--- src/rtl/arb_pkg.sv ---
// Shared types and constants for the two-port memory arbiter.
package arb_pkg;

  localparam int CNT_W = 4;

  typedef enum logic [1:0] {
    IDLE   = 2'd0,
    ACCESS = 2'd1,
    DONE   = 2'd2
  } state_t;

  localparam logic REQ_CORE = 1'b0;
  localparam logic REQ_LOAD = 1'b1;

endpackage

--- src/rtl/mem_arbiter_if.sv ---
// Requester-side bus of the memory arbiter: one instance per requester (core, loader).
// master = requester side, slave = arbiter side.
interface mem_arbiter_if #(
  parameter int AW = 32,
  parameter int DW = 32
);
  logic          req;
  logic          we;
  logic [AW-1:0] adr;
  logic [DW-1:0] wdata;
  logic [DW-1:0] rdata;
  logic          ready;

  modport master (output req, we, adr, wdata, input rdata, ready);
  modport slave  (input req, we, adr, wdata, output rdata, ready);
endinterface

--- src/rtl/arb_wait_cnt.sv ---
// Loadable down-counter timing the memory access window; saturates at zero.
module arb_wait_cnt
  import arb_pkg::*;
(
  input  logic             clk,
  input  logic             reset,
  input  logic             load,
  input  logic             dec,
  input  logic [CNT_W-1:0] load_val,
  output logic [CNT_W-1:0] count,
  output logic             zero
);

  // Load has priority; decrement stops at zero so the count never wraps.
  always_ff @(posedge clk or posedge reset) begin
    if (reset)
      count <= '0;
    else if (load)
      count <= load_val;
    else if (dec && (count != '0))
      count <= count - 1'b1;
  end

  assign zero = (count == '0);

endmodule

--- src/rtl/mem_arbiter.sv ---
// Two-requester (core / loader) arbiter in front of a single shared memory port.
// Each transfer: IDLE (arbitrate) -> ACCESS for WAIT_CYCLES cycles -> DONE (ready pulse).
// Optional macro ARB_FAIR_EN: round-robin between core and loader on contention;
// without it the core always wins contention.
module mem_arbiter
  import arb_pkg::*;
#(
  parameter int WAIT_CYCLES = 1,
  parameter int AW          = 32,
  parameter int DW          = 32
) (
  input  logic          clk,
  input  logic          reset,
  mem_arbiter_if.slave  core,
  mem_arbiter_if.slave  load,
  output logic [AW-1:0] Adr,
  output logic [DW-1:0] WriteData,
  output logic          MemWrite,
  output logic          MemEn,
  input  logic [DW-1:0] ReadData
);

  localparam logic [CNT_W-1:0] CNT_INIT = CNT_W'(WAIT_CYCLES - 1);

  state_t           state;
  logic             winner;
  logic             lat_we;
  logic             any_req;
  logic             pick;
  logic             cnt_load;
  logic             cnt_dec;
  logic [CNT_W-1:0] cnt;
  logic             cnt_zero;

  assign any_req = core.req | load.req;

`ifdef ARB_FAIR_EN
  logic rr_ptr;
  // Round-robin: the pointer's requester wins contention; a lone requester always wins.
  assign pick = (core.req && (!load.req || (rr_ptr == REQ_CORE))) ? REQ_CORE : REQ_LOAD;
`else
  // Fixed priority: core wins whenever it is requesting.
  assign pick = core.req ? REQ_CORE : REQ_LOAD;
`endif

  assign cnt_load = (state == IDLE) && any_req;
  assign cnt_dec  = (state == ACCESS);

  arb_wait_cnt u_wait_cnt (
    .clk      (clk),
    .reset    (reset),
    .load     (cnt_load),
    .dec      (cnt_dec),
    .load_val (CNT_INIT),
    .count    (cnt),
    .zero     (cnt_zero)
  );

  // Transfer sequencer; memory-side and requester-side outputs are all registered.
  // MemWrite is set one edge ahead so it is high exactly in the cycle where the count reaches zero.
  always_ff @(posedge clk or posedge reset) begin
    if (reset) begin
      state       <= IDLE;
      winner      <= REQ_CORE;
      lat_we      <= 1'b0;
      Adr         <= '0;
      WriteData   <= '0;
      MemEn       <= 1'b0;
      MemWrite    <= 1'b0;
      core.rdata  <= '0;
      core.ready  <= 1'b0;
      load.rdata  <= '0;
      load.ready  <= 1'b0;
`ifdef ARB_FAIR_EN
      rr_ptr      <= REQ_CORE;
`endif
    end else begin
      core.ready <= 1'b0;
      load.ready <= 1'b0;
      MemWrite   <= 1'b0;
      case (state)
        IDLE: begin
          if (any_req) begin
            winner    <= pick;
            lat_we    <= (pick == REQ_LOAD) ? load.we    : core.we;
            Adr       <= (pick == REQ_LOAD) ? load.adr   : core.adr;
            WriteData <= (pick == REQ_LOAD) ? load.wdata : core.wdata;
            MemWrite  <= ((pick == REQ_LOAD) ? load.we : core.we) && (WAIT_CYCLES == 1);
            MemEn     <= 1'b1;
            state     <= ACCESS;
          end
        end
        ACCESS: begin
          if (cnt_zero) begin
            MemEn     <= 1'b0;
            Adr       <= '0;
            WriteData <= '0;
            if (winner == REQ_CORE) begin
              if (!lat_we) core.rdata <= ReadData;
              core.ready <= 1'b1;
            end else begin
              if (!lat_we) load.rdata <= ReadData;
              load.ready <= 1'b1;
            end
            state <= DONE;
          end else begin
            MemWrite <= lat_we && (cnt == CNT_W'(1));
          end
        end
        DONE: begin
`ifdef ARB_FAIR_EN
          rr_ptr <= ~winner;
`endif
          state <= IDLE;
        end
        default: state <= IDLE;
      endcase
    end
  end

endmodule

--- src/flat_wrapper.sv ---
// flat-port wrapper written by rule: the top's interface ports become plain ports
module mem_arbiter_flat import arb_pkg::*;
#(
  parameter int WAIT_CYCLES = 1,
  parameter int AW          = 32,
  parameter int DW          = 32
)
  (clk, reset, Adr, WriteData, MemWrite, MemEn, ReadData, core_req, core_we, core_adr, core_wdata, core_rdata, core_ready, load_req, load_we, load_adr, load_wdata, load_rdata, load_ready);
  mem_arbiter_if #(.AW(AW), .DW(DW)) core_i ();
  mem_arbiter_if #(.AW(AW), .DW(DW)) load_i ();
  input  logic clk;
  input  logic reset;
  output logic [AW-1:0] Adr;
  output logic [DW-1:0] WriteData;
  output logic MemWrite;
  output logic MemEn;
  input  logic [DW-1:0] ReadData;
  input wire logic [$bits(core_i.req)-1:0] core_req;
  input wire logic [$bits(core_i.we)-1:0] core_we;
  input wire logic [$bits(core_i.adr)-1:0] core_adr;
  input wire logic [$bits(core_i.wdata)-1:0] core_wdata;
  output wire logic [$bits(core_i.rdata)-1:0] core_rdata;
  output wire logic [$bits(core_i.ready)-1:0] core_ready;
  input wire logic [$bits(load_i.req)-1:0] load_req;
  input wire logic [$bits(load_i.we)-1:0] load_we;
  input wire logic [$bits(load_i.adr)-1:0] load_adr;
  input wire logic [$bits(load_i.wdata)-1:0] load_wdata;
  output wire logic [$bits(load_i.rdata)-1:0] load_rdata;
  output wire logic [$bits(load_i.ready)-1:0] load_ready;
  assign core_i.req = core_req;
  assign core_i.we = core_we;
  assign core_i.adr = core_adr;
  assign core_i.wdata = core_wdata;
  assign core_rdata = core_i.rdata;
  assign core_ready = core_i.ready;
  assign load_i.req = load_req;
  assign load_i.we = load_we;
  assign load_i.adr = load_adr;
  assign load_i.wdata = load_wdata;
  assign load_rdata = load_i.rdata;
  assign load_ready = load_i.ready;
  mem_arbiter #(.WAIT_CYCLES(WAIT_CYCLES), .AW(AW), .DW(DW)) u_core (.clk(clk), .reset(reset), .core(core_i), .load(load_i), .Adr(Adr), .WriteData(WriteData), .MemWrite(MemWrite), .MemEn(MemEn), .ReadData(ReadData));
endmodule
--- config.mk ---
export PLATFORM = sky130hd
export DESIGN_NAME = mem_arbiter_flat
export DESIGN_NICKNAME = d
export VERILOG_FILES = /design/src/rtl/arb_pkg.sv /design/src/rtl/mem_arbiter_if.sv /design/src/rtl/arb_wait_cnt.sv /design/src/rtl/mem_arbiter.sv /design/src/flat_wrapper.sv
export SDC_FILE = /design/constraint.sdc
export NUM_CORES = 1
export LEC_CHECK = 0
export ABC_CLOCK_PERIOD_IN_PS = 8200
export BUFFER_PORTS_ARGS = -buffer_cell sky130_fd_sc_hd__buf_2
export CORE_ASPECT_RATIO = 1.5
export CORE_UTILIZATION = 29
export DETAILED_ROUTE_END_ITERATION = 6
export GPL_ROUTABILITY_DRIVEN = 0
export SETUP_SLACK_MARGIN = 0.05
export SYNTH_ARGS = -nofsm -noshare
export SYNTH_HDL_FRONTEND = slang
export SYNTH_SLANG_ARGS = --single-unit
export TNS_END_PERCENT = 30
--- constraint.sdc ---
create_clock -name clk -period 8.2 [get_ports clk]
set_input_delay 0.82 -clock clk [delete_from_list [all_inputs] [get_ports clk]]
set_output_delay 0.82 -clock clk [all_outputs]
set_load 0.1 [all_outputs]
Word-level counts from Yosys, hierarchy flattened:

Cells that the tools add are included.

* flip-flop bits (word level): 140
* logic and storage cells: 59

* $add $sub $neg: 1
* eq/ne operators: 4
* mux-type cells: 26
* bitwise operators: 3
* reduce and logical (&&, ||, !) cells: 13

Operators by type and width (number)
* 2-to-1 mux 32 bit: 5
* one-hot mux 32 bit (2 select lines): 2
* 2-to-1 mux 1 bit: 12
* 2-to-1 mux 4 bit: 2
* AND reduction 4 bit: 2
* equality test 4 x 1 -> 1 bit, second input constant: 1
* zero test 4 bit: 1
* 2-to-1 mux 2 bit: 2
* != test 2 x 1 -> 1 bit, second input constant: 2
* one-hot mux 1 bit (2 select lines): 2
* one-hot mux 2 bit (2 select lines): 1
* AND reduction 2 bit: 2
* nonzero test 2 bit: 2
* nonzero test 4 bit: 1
* subtractor 4 x 1 -> 4 bit, second input constant: 1
* logical AND 1 bit: 3
* AND reduction 3 bit: 1
* equality test 2 x 1 -> 1 bit, second input constant: 1
* zero test 2 bit: 1
* NOT 1 bit: 2
* OR 1 bit: 1

Logic depth before layout (Yosys ltp):

* word-level depth: 4
* depth in mapped cells: 8
* depth with buffers taken out: 6

Hierarchy:

From an unflattened synthesis, not the netlist that was laid out.

* cells, all modules: 419
* area total of the unflattened synthesis: 6038.3 µm²

Modules (own cells, without submodules)
* mem_arbiter: times used 1, cells each 391, area an instance 5776.8 µm², sequential area each 3403.3 µm²
* arb_wait_cnt: times used 1, cells each 28, area an instance 261.5 µm², sequential area each 100.1 µm²

Worst setup path after synthesis:

Ideal clock, no wire load.

* path type: reg-to-reg
* start: register u_core.u_wait_cnt.count[0]
* end: register u_core.core.rdata[0]
* setup time: 125 ps
* data arrival time: 2071 ps
* data required time: 8075 ps
* path slack: 6004 ps
* cell stages (with the launch flop): 8
* path buffers: 2
* cell sequence: dfrtp_1 -> inv_1 -> ha_1 -> or3b_4 -> or4_4 -> buf_6 -> buf_12 -> mux2_4

* word-level cells in the longest chain between the ends: 2

RTL lines
* start: declaration: RTL line arb_wait_cnt.sv:10 `output logic [CNT_W-1:0] count,`
* start signal: assignment: RTL line arb_wait_cnt.sv:19 `count <= load_val;`
* start signal: assignment: RTL line arb_wait_cnt.sv:21 `count <= count - 1'b1;`
* zero test 4 bit: RTL line arb_wait_cnt.sv:24 `assign zero = (count == '0);`
* AND reduction 4 bit (no source line)
* end: declaration: RTL line mem_arbiter_if.sv:15 `modport slave (input req, we, adr, wdata, output rdata, ready);`

Every way passes these cells.
A chain may end at the register's enable or synchronous reset.

Worst setup path in the final report:

* start: register u_core.u_wait_cnt.count[0]
* end: register u_core.WriteData[18]

* word-level cells in the longest chain between the ends: 3

RTL lines
* zero test 4 bit: RTL line arb_wait_cnt.sv:24
* != test 2 x 1 -> 1 bit (no source line)
* AND reduction 3 bit (no source line)
* end signal: assignment: RTL line mem_arbiter.sv:87 `WriteData <= (pick == REQ_LOAD) ? load.wdata : core.wdata;`
* end: declaration: RTL line mem_arbiter.sv:17 `output logic [DW-1:0] WriteData,`

Every way passes these cells.

==> summary.md <==
| Metric | Value |
|---|---|
| IO buf count | 297 |
| Async set-reset flop share out of synthesis | 100.0% |
| Synthesized Nets | 654 |
| Worst-skew pair later-pin latency | 420 ps |
| Row cnt | 65 |
| Overflow after GRT | 0 |
| Total Die Area | 0.02201 sq mm |
| DRC Markers | 0 |
| F_max | 381.6 MHz |
| FF+latch count, synth | 140 |
| Setup CP Type | reg -> reg |
| Die width | 121.5 microns |
| Clk sinks | 140 |
| Top area cells in the synthesized netlist | dfrtp_1 (56%), mux2i_1 (10%), mux2_4 (7.3%) |
| CTS-repair resized insts | 0 |
| Req. time, crit path | 8460 ps |
| RSZ-0062 raised after global routing | false |
| Final net count | 933 |
| Post-synth top cells | dfrtp_1 (140), o21ai_0 (67), mux2i_1 (65) |
| Max Slew Vio Count | 0 |
| Initial core utilization | 29.59% |
| Synth warn | 0 |
| Synth unique cells | 33 |
| Crit Path Max Fanout | 58 |
| Number of global-route vias before repair | 5053 |
| Top Ports | 298 |
| Worst Tran Pin Value | 1170 ps |
| Final setup violation count | 0 |
| Worst EP arrival | 2880 ps |
| Largest net degree at the start of global routing | 74 |
| H-tree Lvls | 4 |
| Hold Crit Class | in -> async |
| Worst-case reg-to-reg path depth | 7 |
| CTS Buffer Depth | 2 |
| Sequential share of the synthesized area | 56.42% |
| Initial antenna violation count | 1 |
| Root buf cell | clkbuf_16 |
| Drt pass-1 iters | 6 |
| First-pass GRT wire length | 26150 microns |
| Total negative slack | 0 ps |
| Cell count after synthesis | 485 |
| Min Tclk post-route | 2621 ps |
| Hold-fix buffers, CTS | 0 |
| Cell with the most instances after synthesis | dfrtp_1 |
| Antenna Nets Post-Route | 0 |
| R2r endpoint | u_core.WriteData[18] |
| Post-synth EDFFs | 0 |
| Number of buffers added for setup after CTS | 0 |
| Total core area | 0.02098 sq mm |
| Final Hold Viols | 0 |
| DR vias/cell | 4.799 |
| CTS tree | done |
| Layout cells sized above 1 | 52.51% |
| Clock-pin slew on the worst setup and hold paths | 60 ps |
| DR iter-0 viols | 167 |
| Routed wire length | 17030 microns |
| Via count | 5015 |
| Slew HR | 21.98% |
| Fin crit share | 31.96% |
| Worst reg2reg setup slack | 5580 ps |
| Tot GR Track Use | 15.35% |
| Die height | 181.2 microns |
| Post-DR wirelength/cell | 16.30 microns |
| Yosys top cell area share | 56.42% |
| Final design utilization | 40.24% |
| Area delta synth->final | 35.99% |
| Status | complete, no violations |
| Clk_skew | 14.57 ps |
| Diode count | 0 |
| R2r startpoint | u_core.u_wait_cnt.count[0] |
| Max Cap Violations | 0 |
| Post-Syn Area | 0.006210 sq mm |
| Final hold slack | 462.0 ps |
| Hpwl dp | 11870 microns |
| Main synth FF type | dfrtp_1 |
| Crit path capture type | flop |
| Post-synthesis average cell area | 12.80 sq um |
| Worst setup SP type | flop |
| Largest area contributor in the netlist | dfrtp_1 |
| Num CTS Buffers | 17 |
[critical path, stage by stage (launching register included)]
cell and delay [ps]:
dfrtp_1 400, inv_1 110, ha_1 190, nor3b_1 610
nand2_1 210, inv_2 190, buf_4 540, o22ai_1 140
[per-stage QoR]
step,cells,setup slack [ps],cell area (sq um)
global route,1045,5352,8444
CTS,1045,5620,8444
floorplan,485,3627,6210
finish,1045,5579,8444
detailed placement,1013,5578,7880
global placement,1013,5649,7880
[state kept, by name, indices dropped and copies added, names as in the netlist, 2 cells and up]
name,cells
u_core.Adr,32
u_core.WriteData,32
u_core.core.rdata,32
u_core.load.rdata,32
u_core.u_wait_cnt.count,4
u_core.state,2
[worst max-delay path by stage]
stage,from,endpoint,slack [ps],cells past startpoint
2_1_floorplan,reset,u_core.Adr[0],3630,1
3_3_place_gp,core_req,u_core.MemWrite,5650,5
3_5_place_dp,core_req,u_core.MemWrite,5580,5
4_1_cts,u_core.u_wait_cnt.count[0],u_core.WriteData[2],5620,7
5_1_grt,u_core.u_wait_cnt.count[0],u_core.Adr[21],5350,7
6_report,u_core.u_wait_cnt.count[0],u_core.WriteData[18],5580,7
[per-layer routing]
layer / routed length (microns) / vias to the layer above / track usage, %
met3: 980 / 19 / 4.324
met1: 6840 / 2438 / 17.13
li1: - / 2355 / -
met5: 13 / - / 0
met4: 265 / 2 / 4.889
met2: 8932 / 201 / 27.59
[cells by family (layout without fill, tap and decap cells)]
family                     count (synthesis)  in the layout  synth area share (%)
muxes                                    129            129                 23.90
and+or+nand+nor                           24             24                 2.217
buffers and inverters                     47            339                 3.828
adders and majority gates                  3              3                0.6045
DFF                                      140            140                 56.42
AOI/OAI and AO/OA                        142            142                 13.04
[placed cells by master, fill, tap and decap left out, drive strengths merged, types with 2 or more instances in the layout]
master and instances:
ha 3, o21ai 68, clkinv 7, o22ai 64
inv 9, dfrtp 140, nor2 7, mux2 64
nor3 4, buf 303, a21o 2, nand3 2
clkbuf 17, clkinvlp 2, a21oi 4, mux2i 65
nand2 2
[layout make-up]
type                    count  area, sq um
clock inverters            15        138.9
flip-flops and latches    140         3503
inverters                   4        20.02
fillers                  2102        12540
repair buffers            303         1534
multi-input cells         298         2487
clock buffers              17        425.4
well taps                 268        335.3
Power is not shown: default switching activity piles up to over one toggle a cycle in this logic, so the estimate is an artifact.
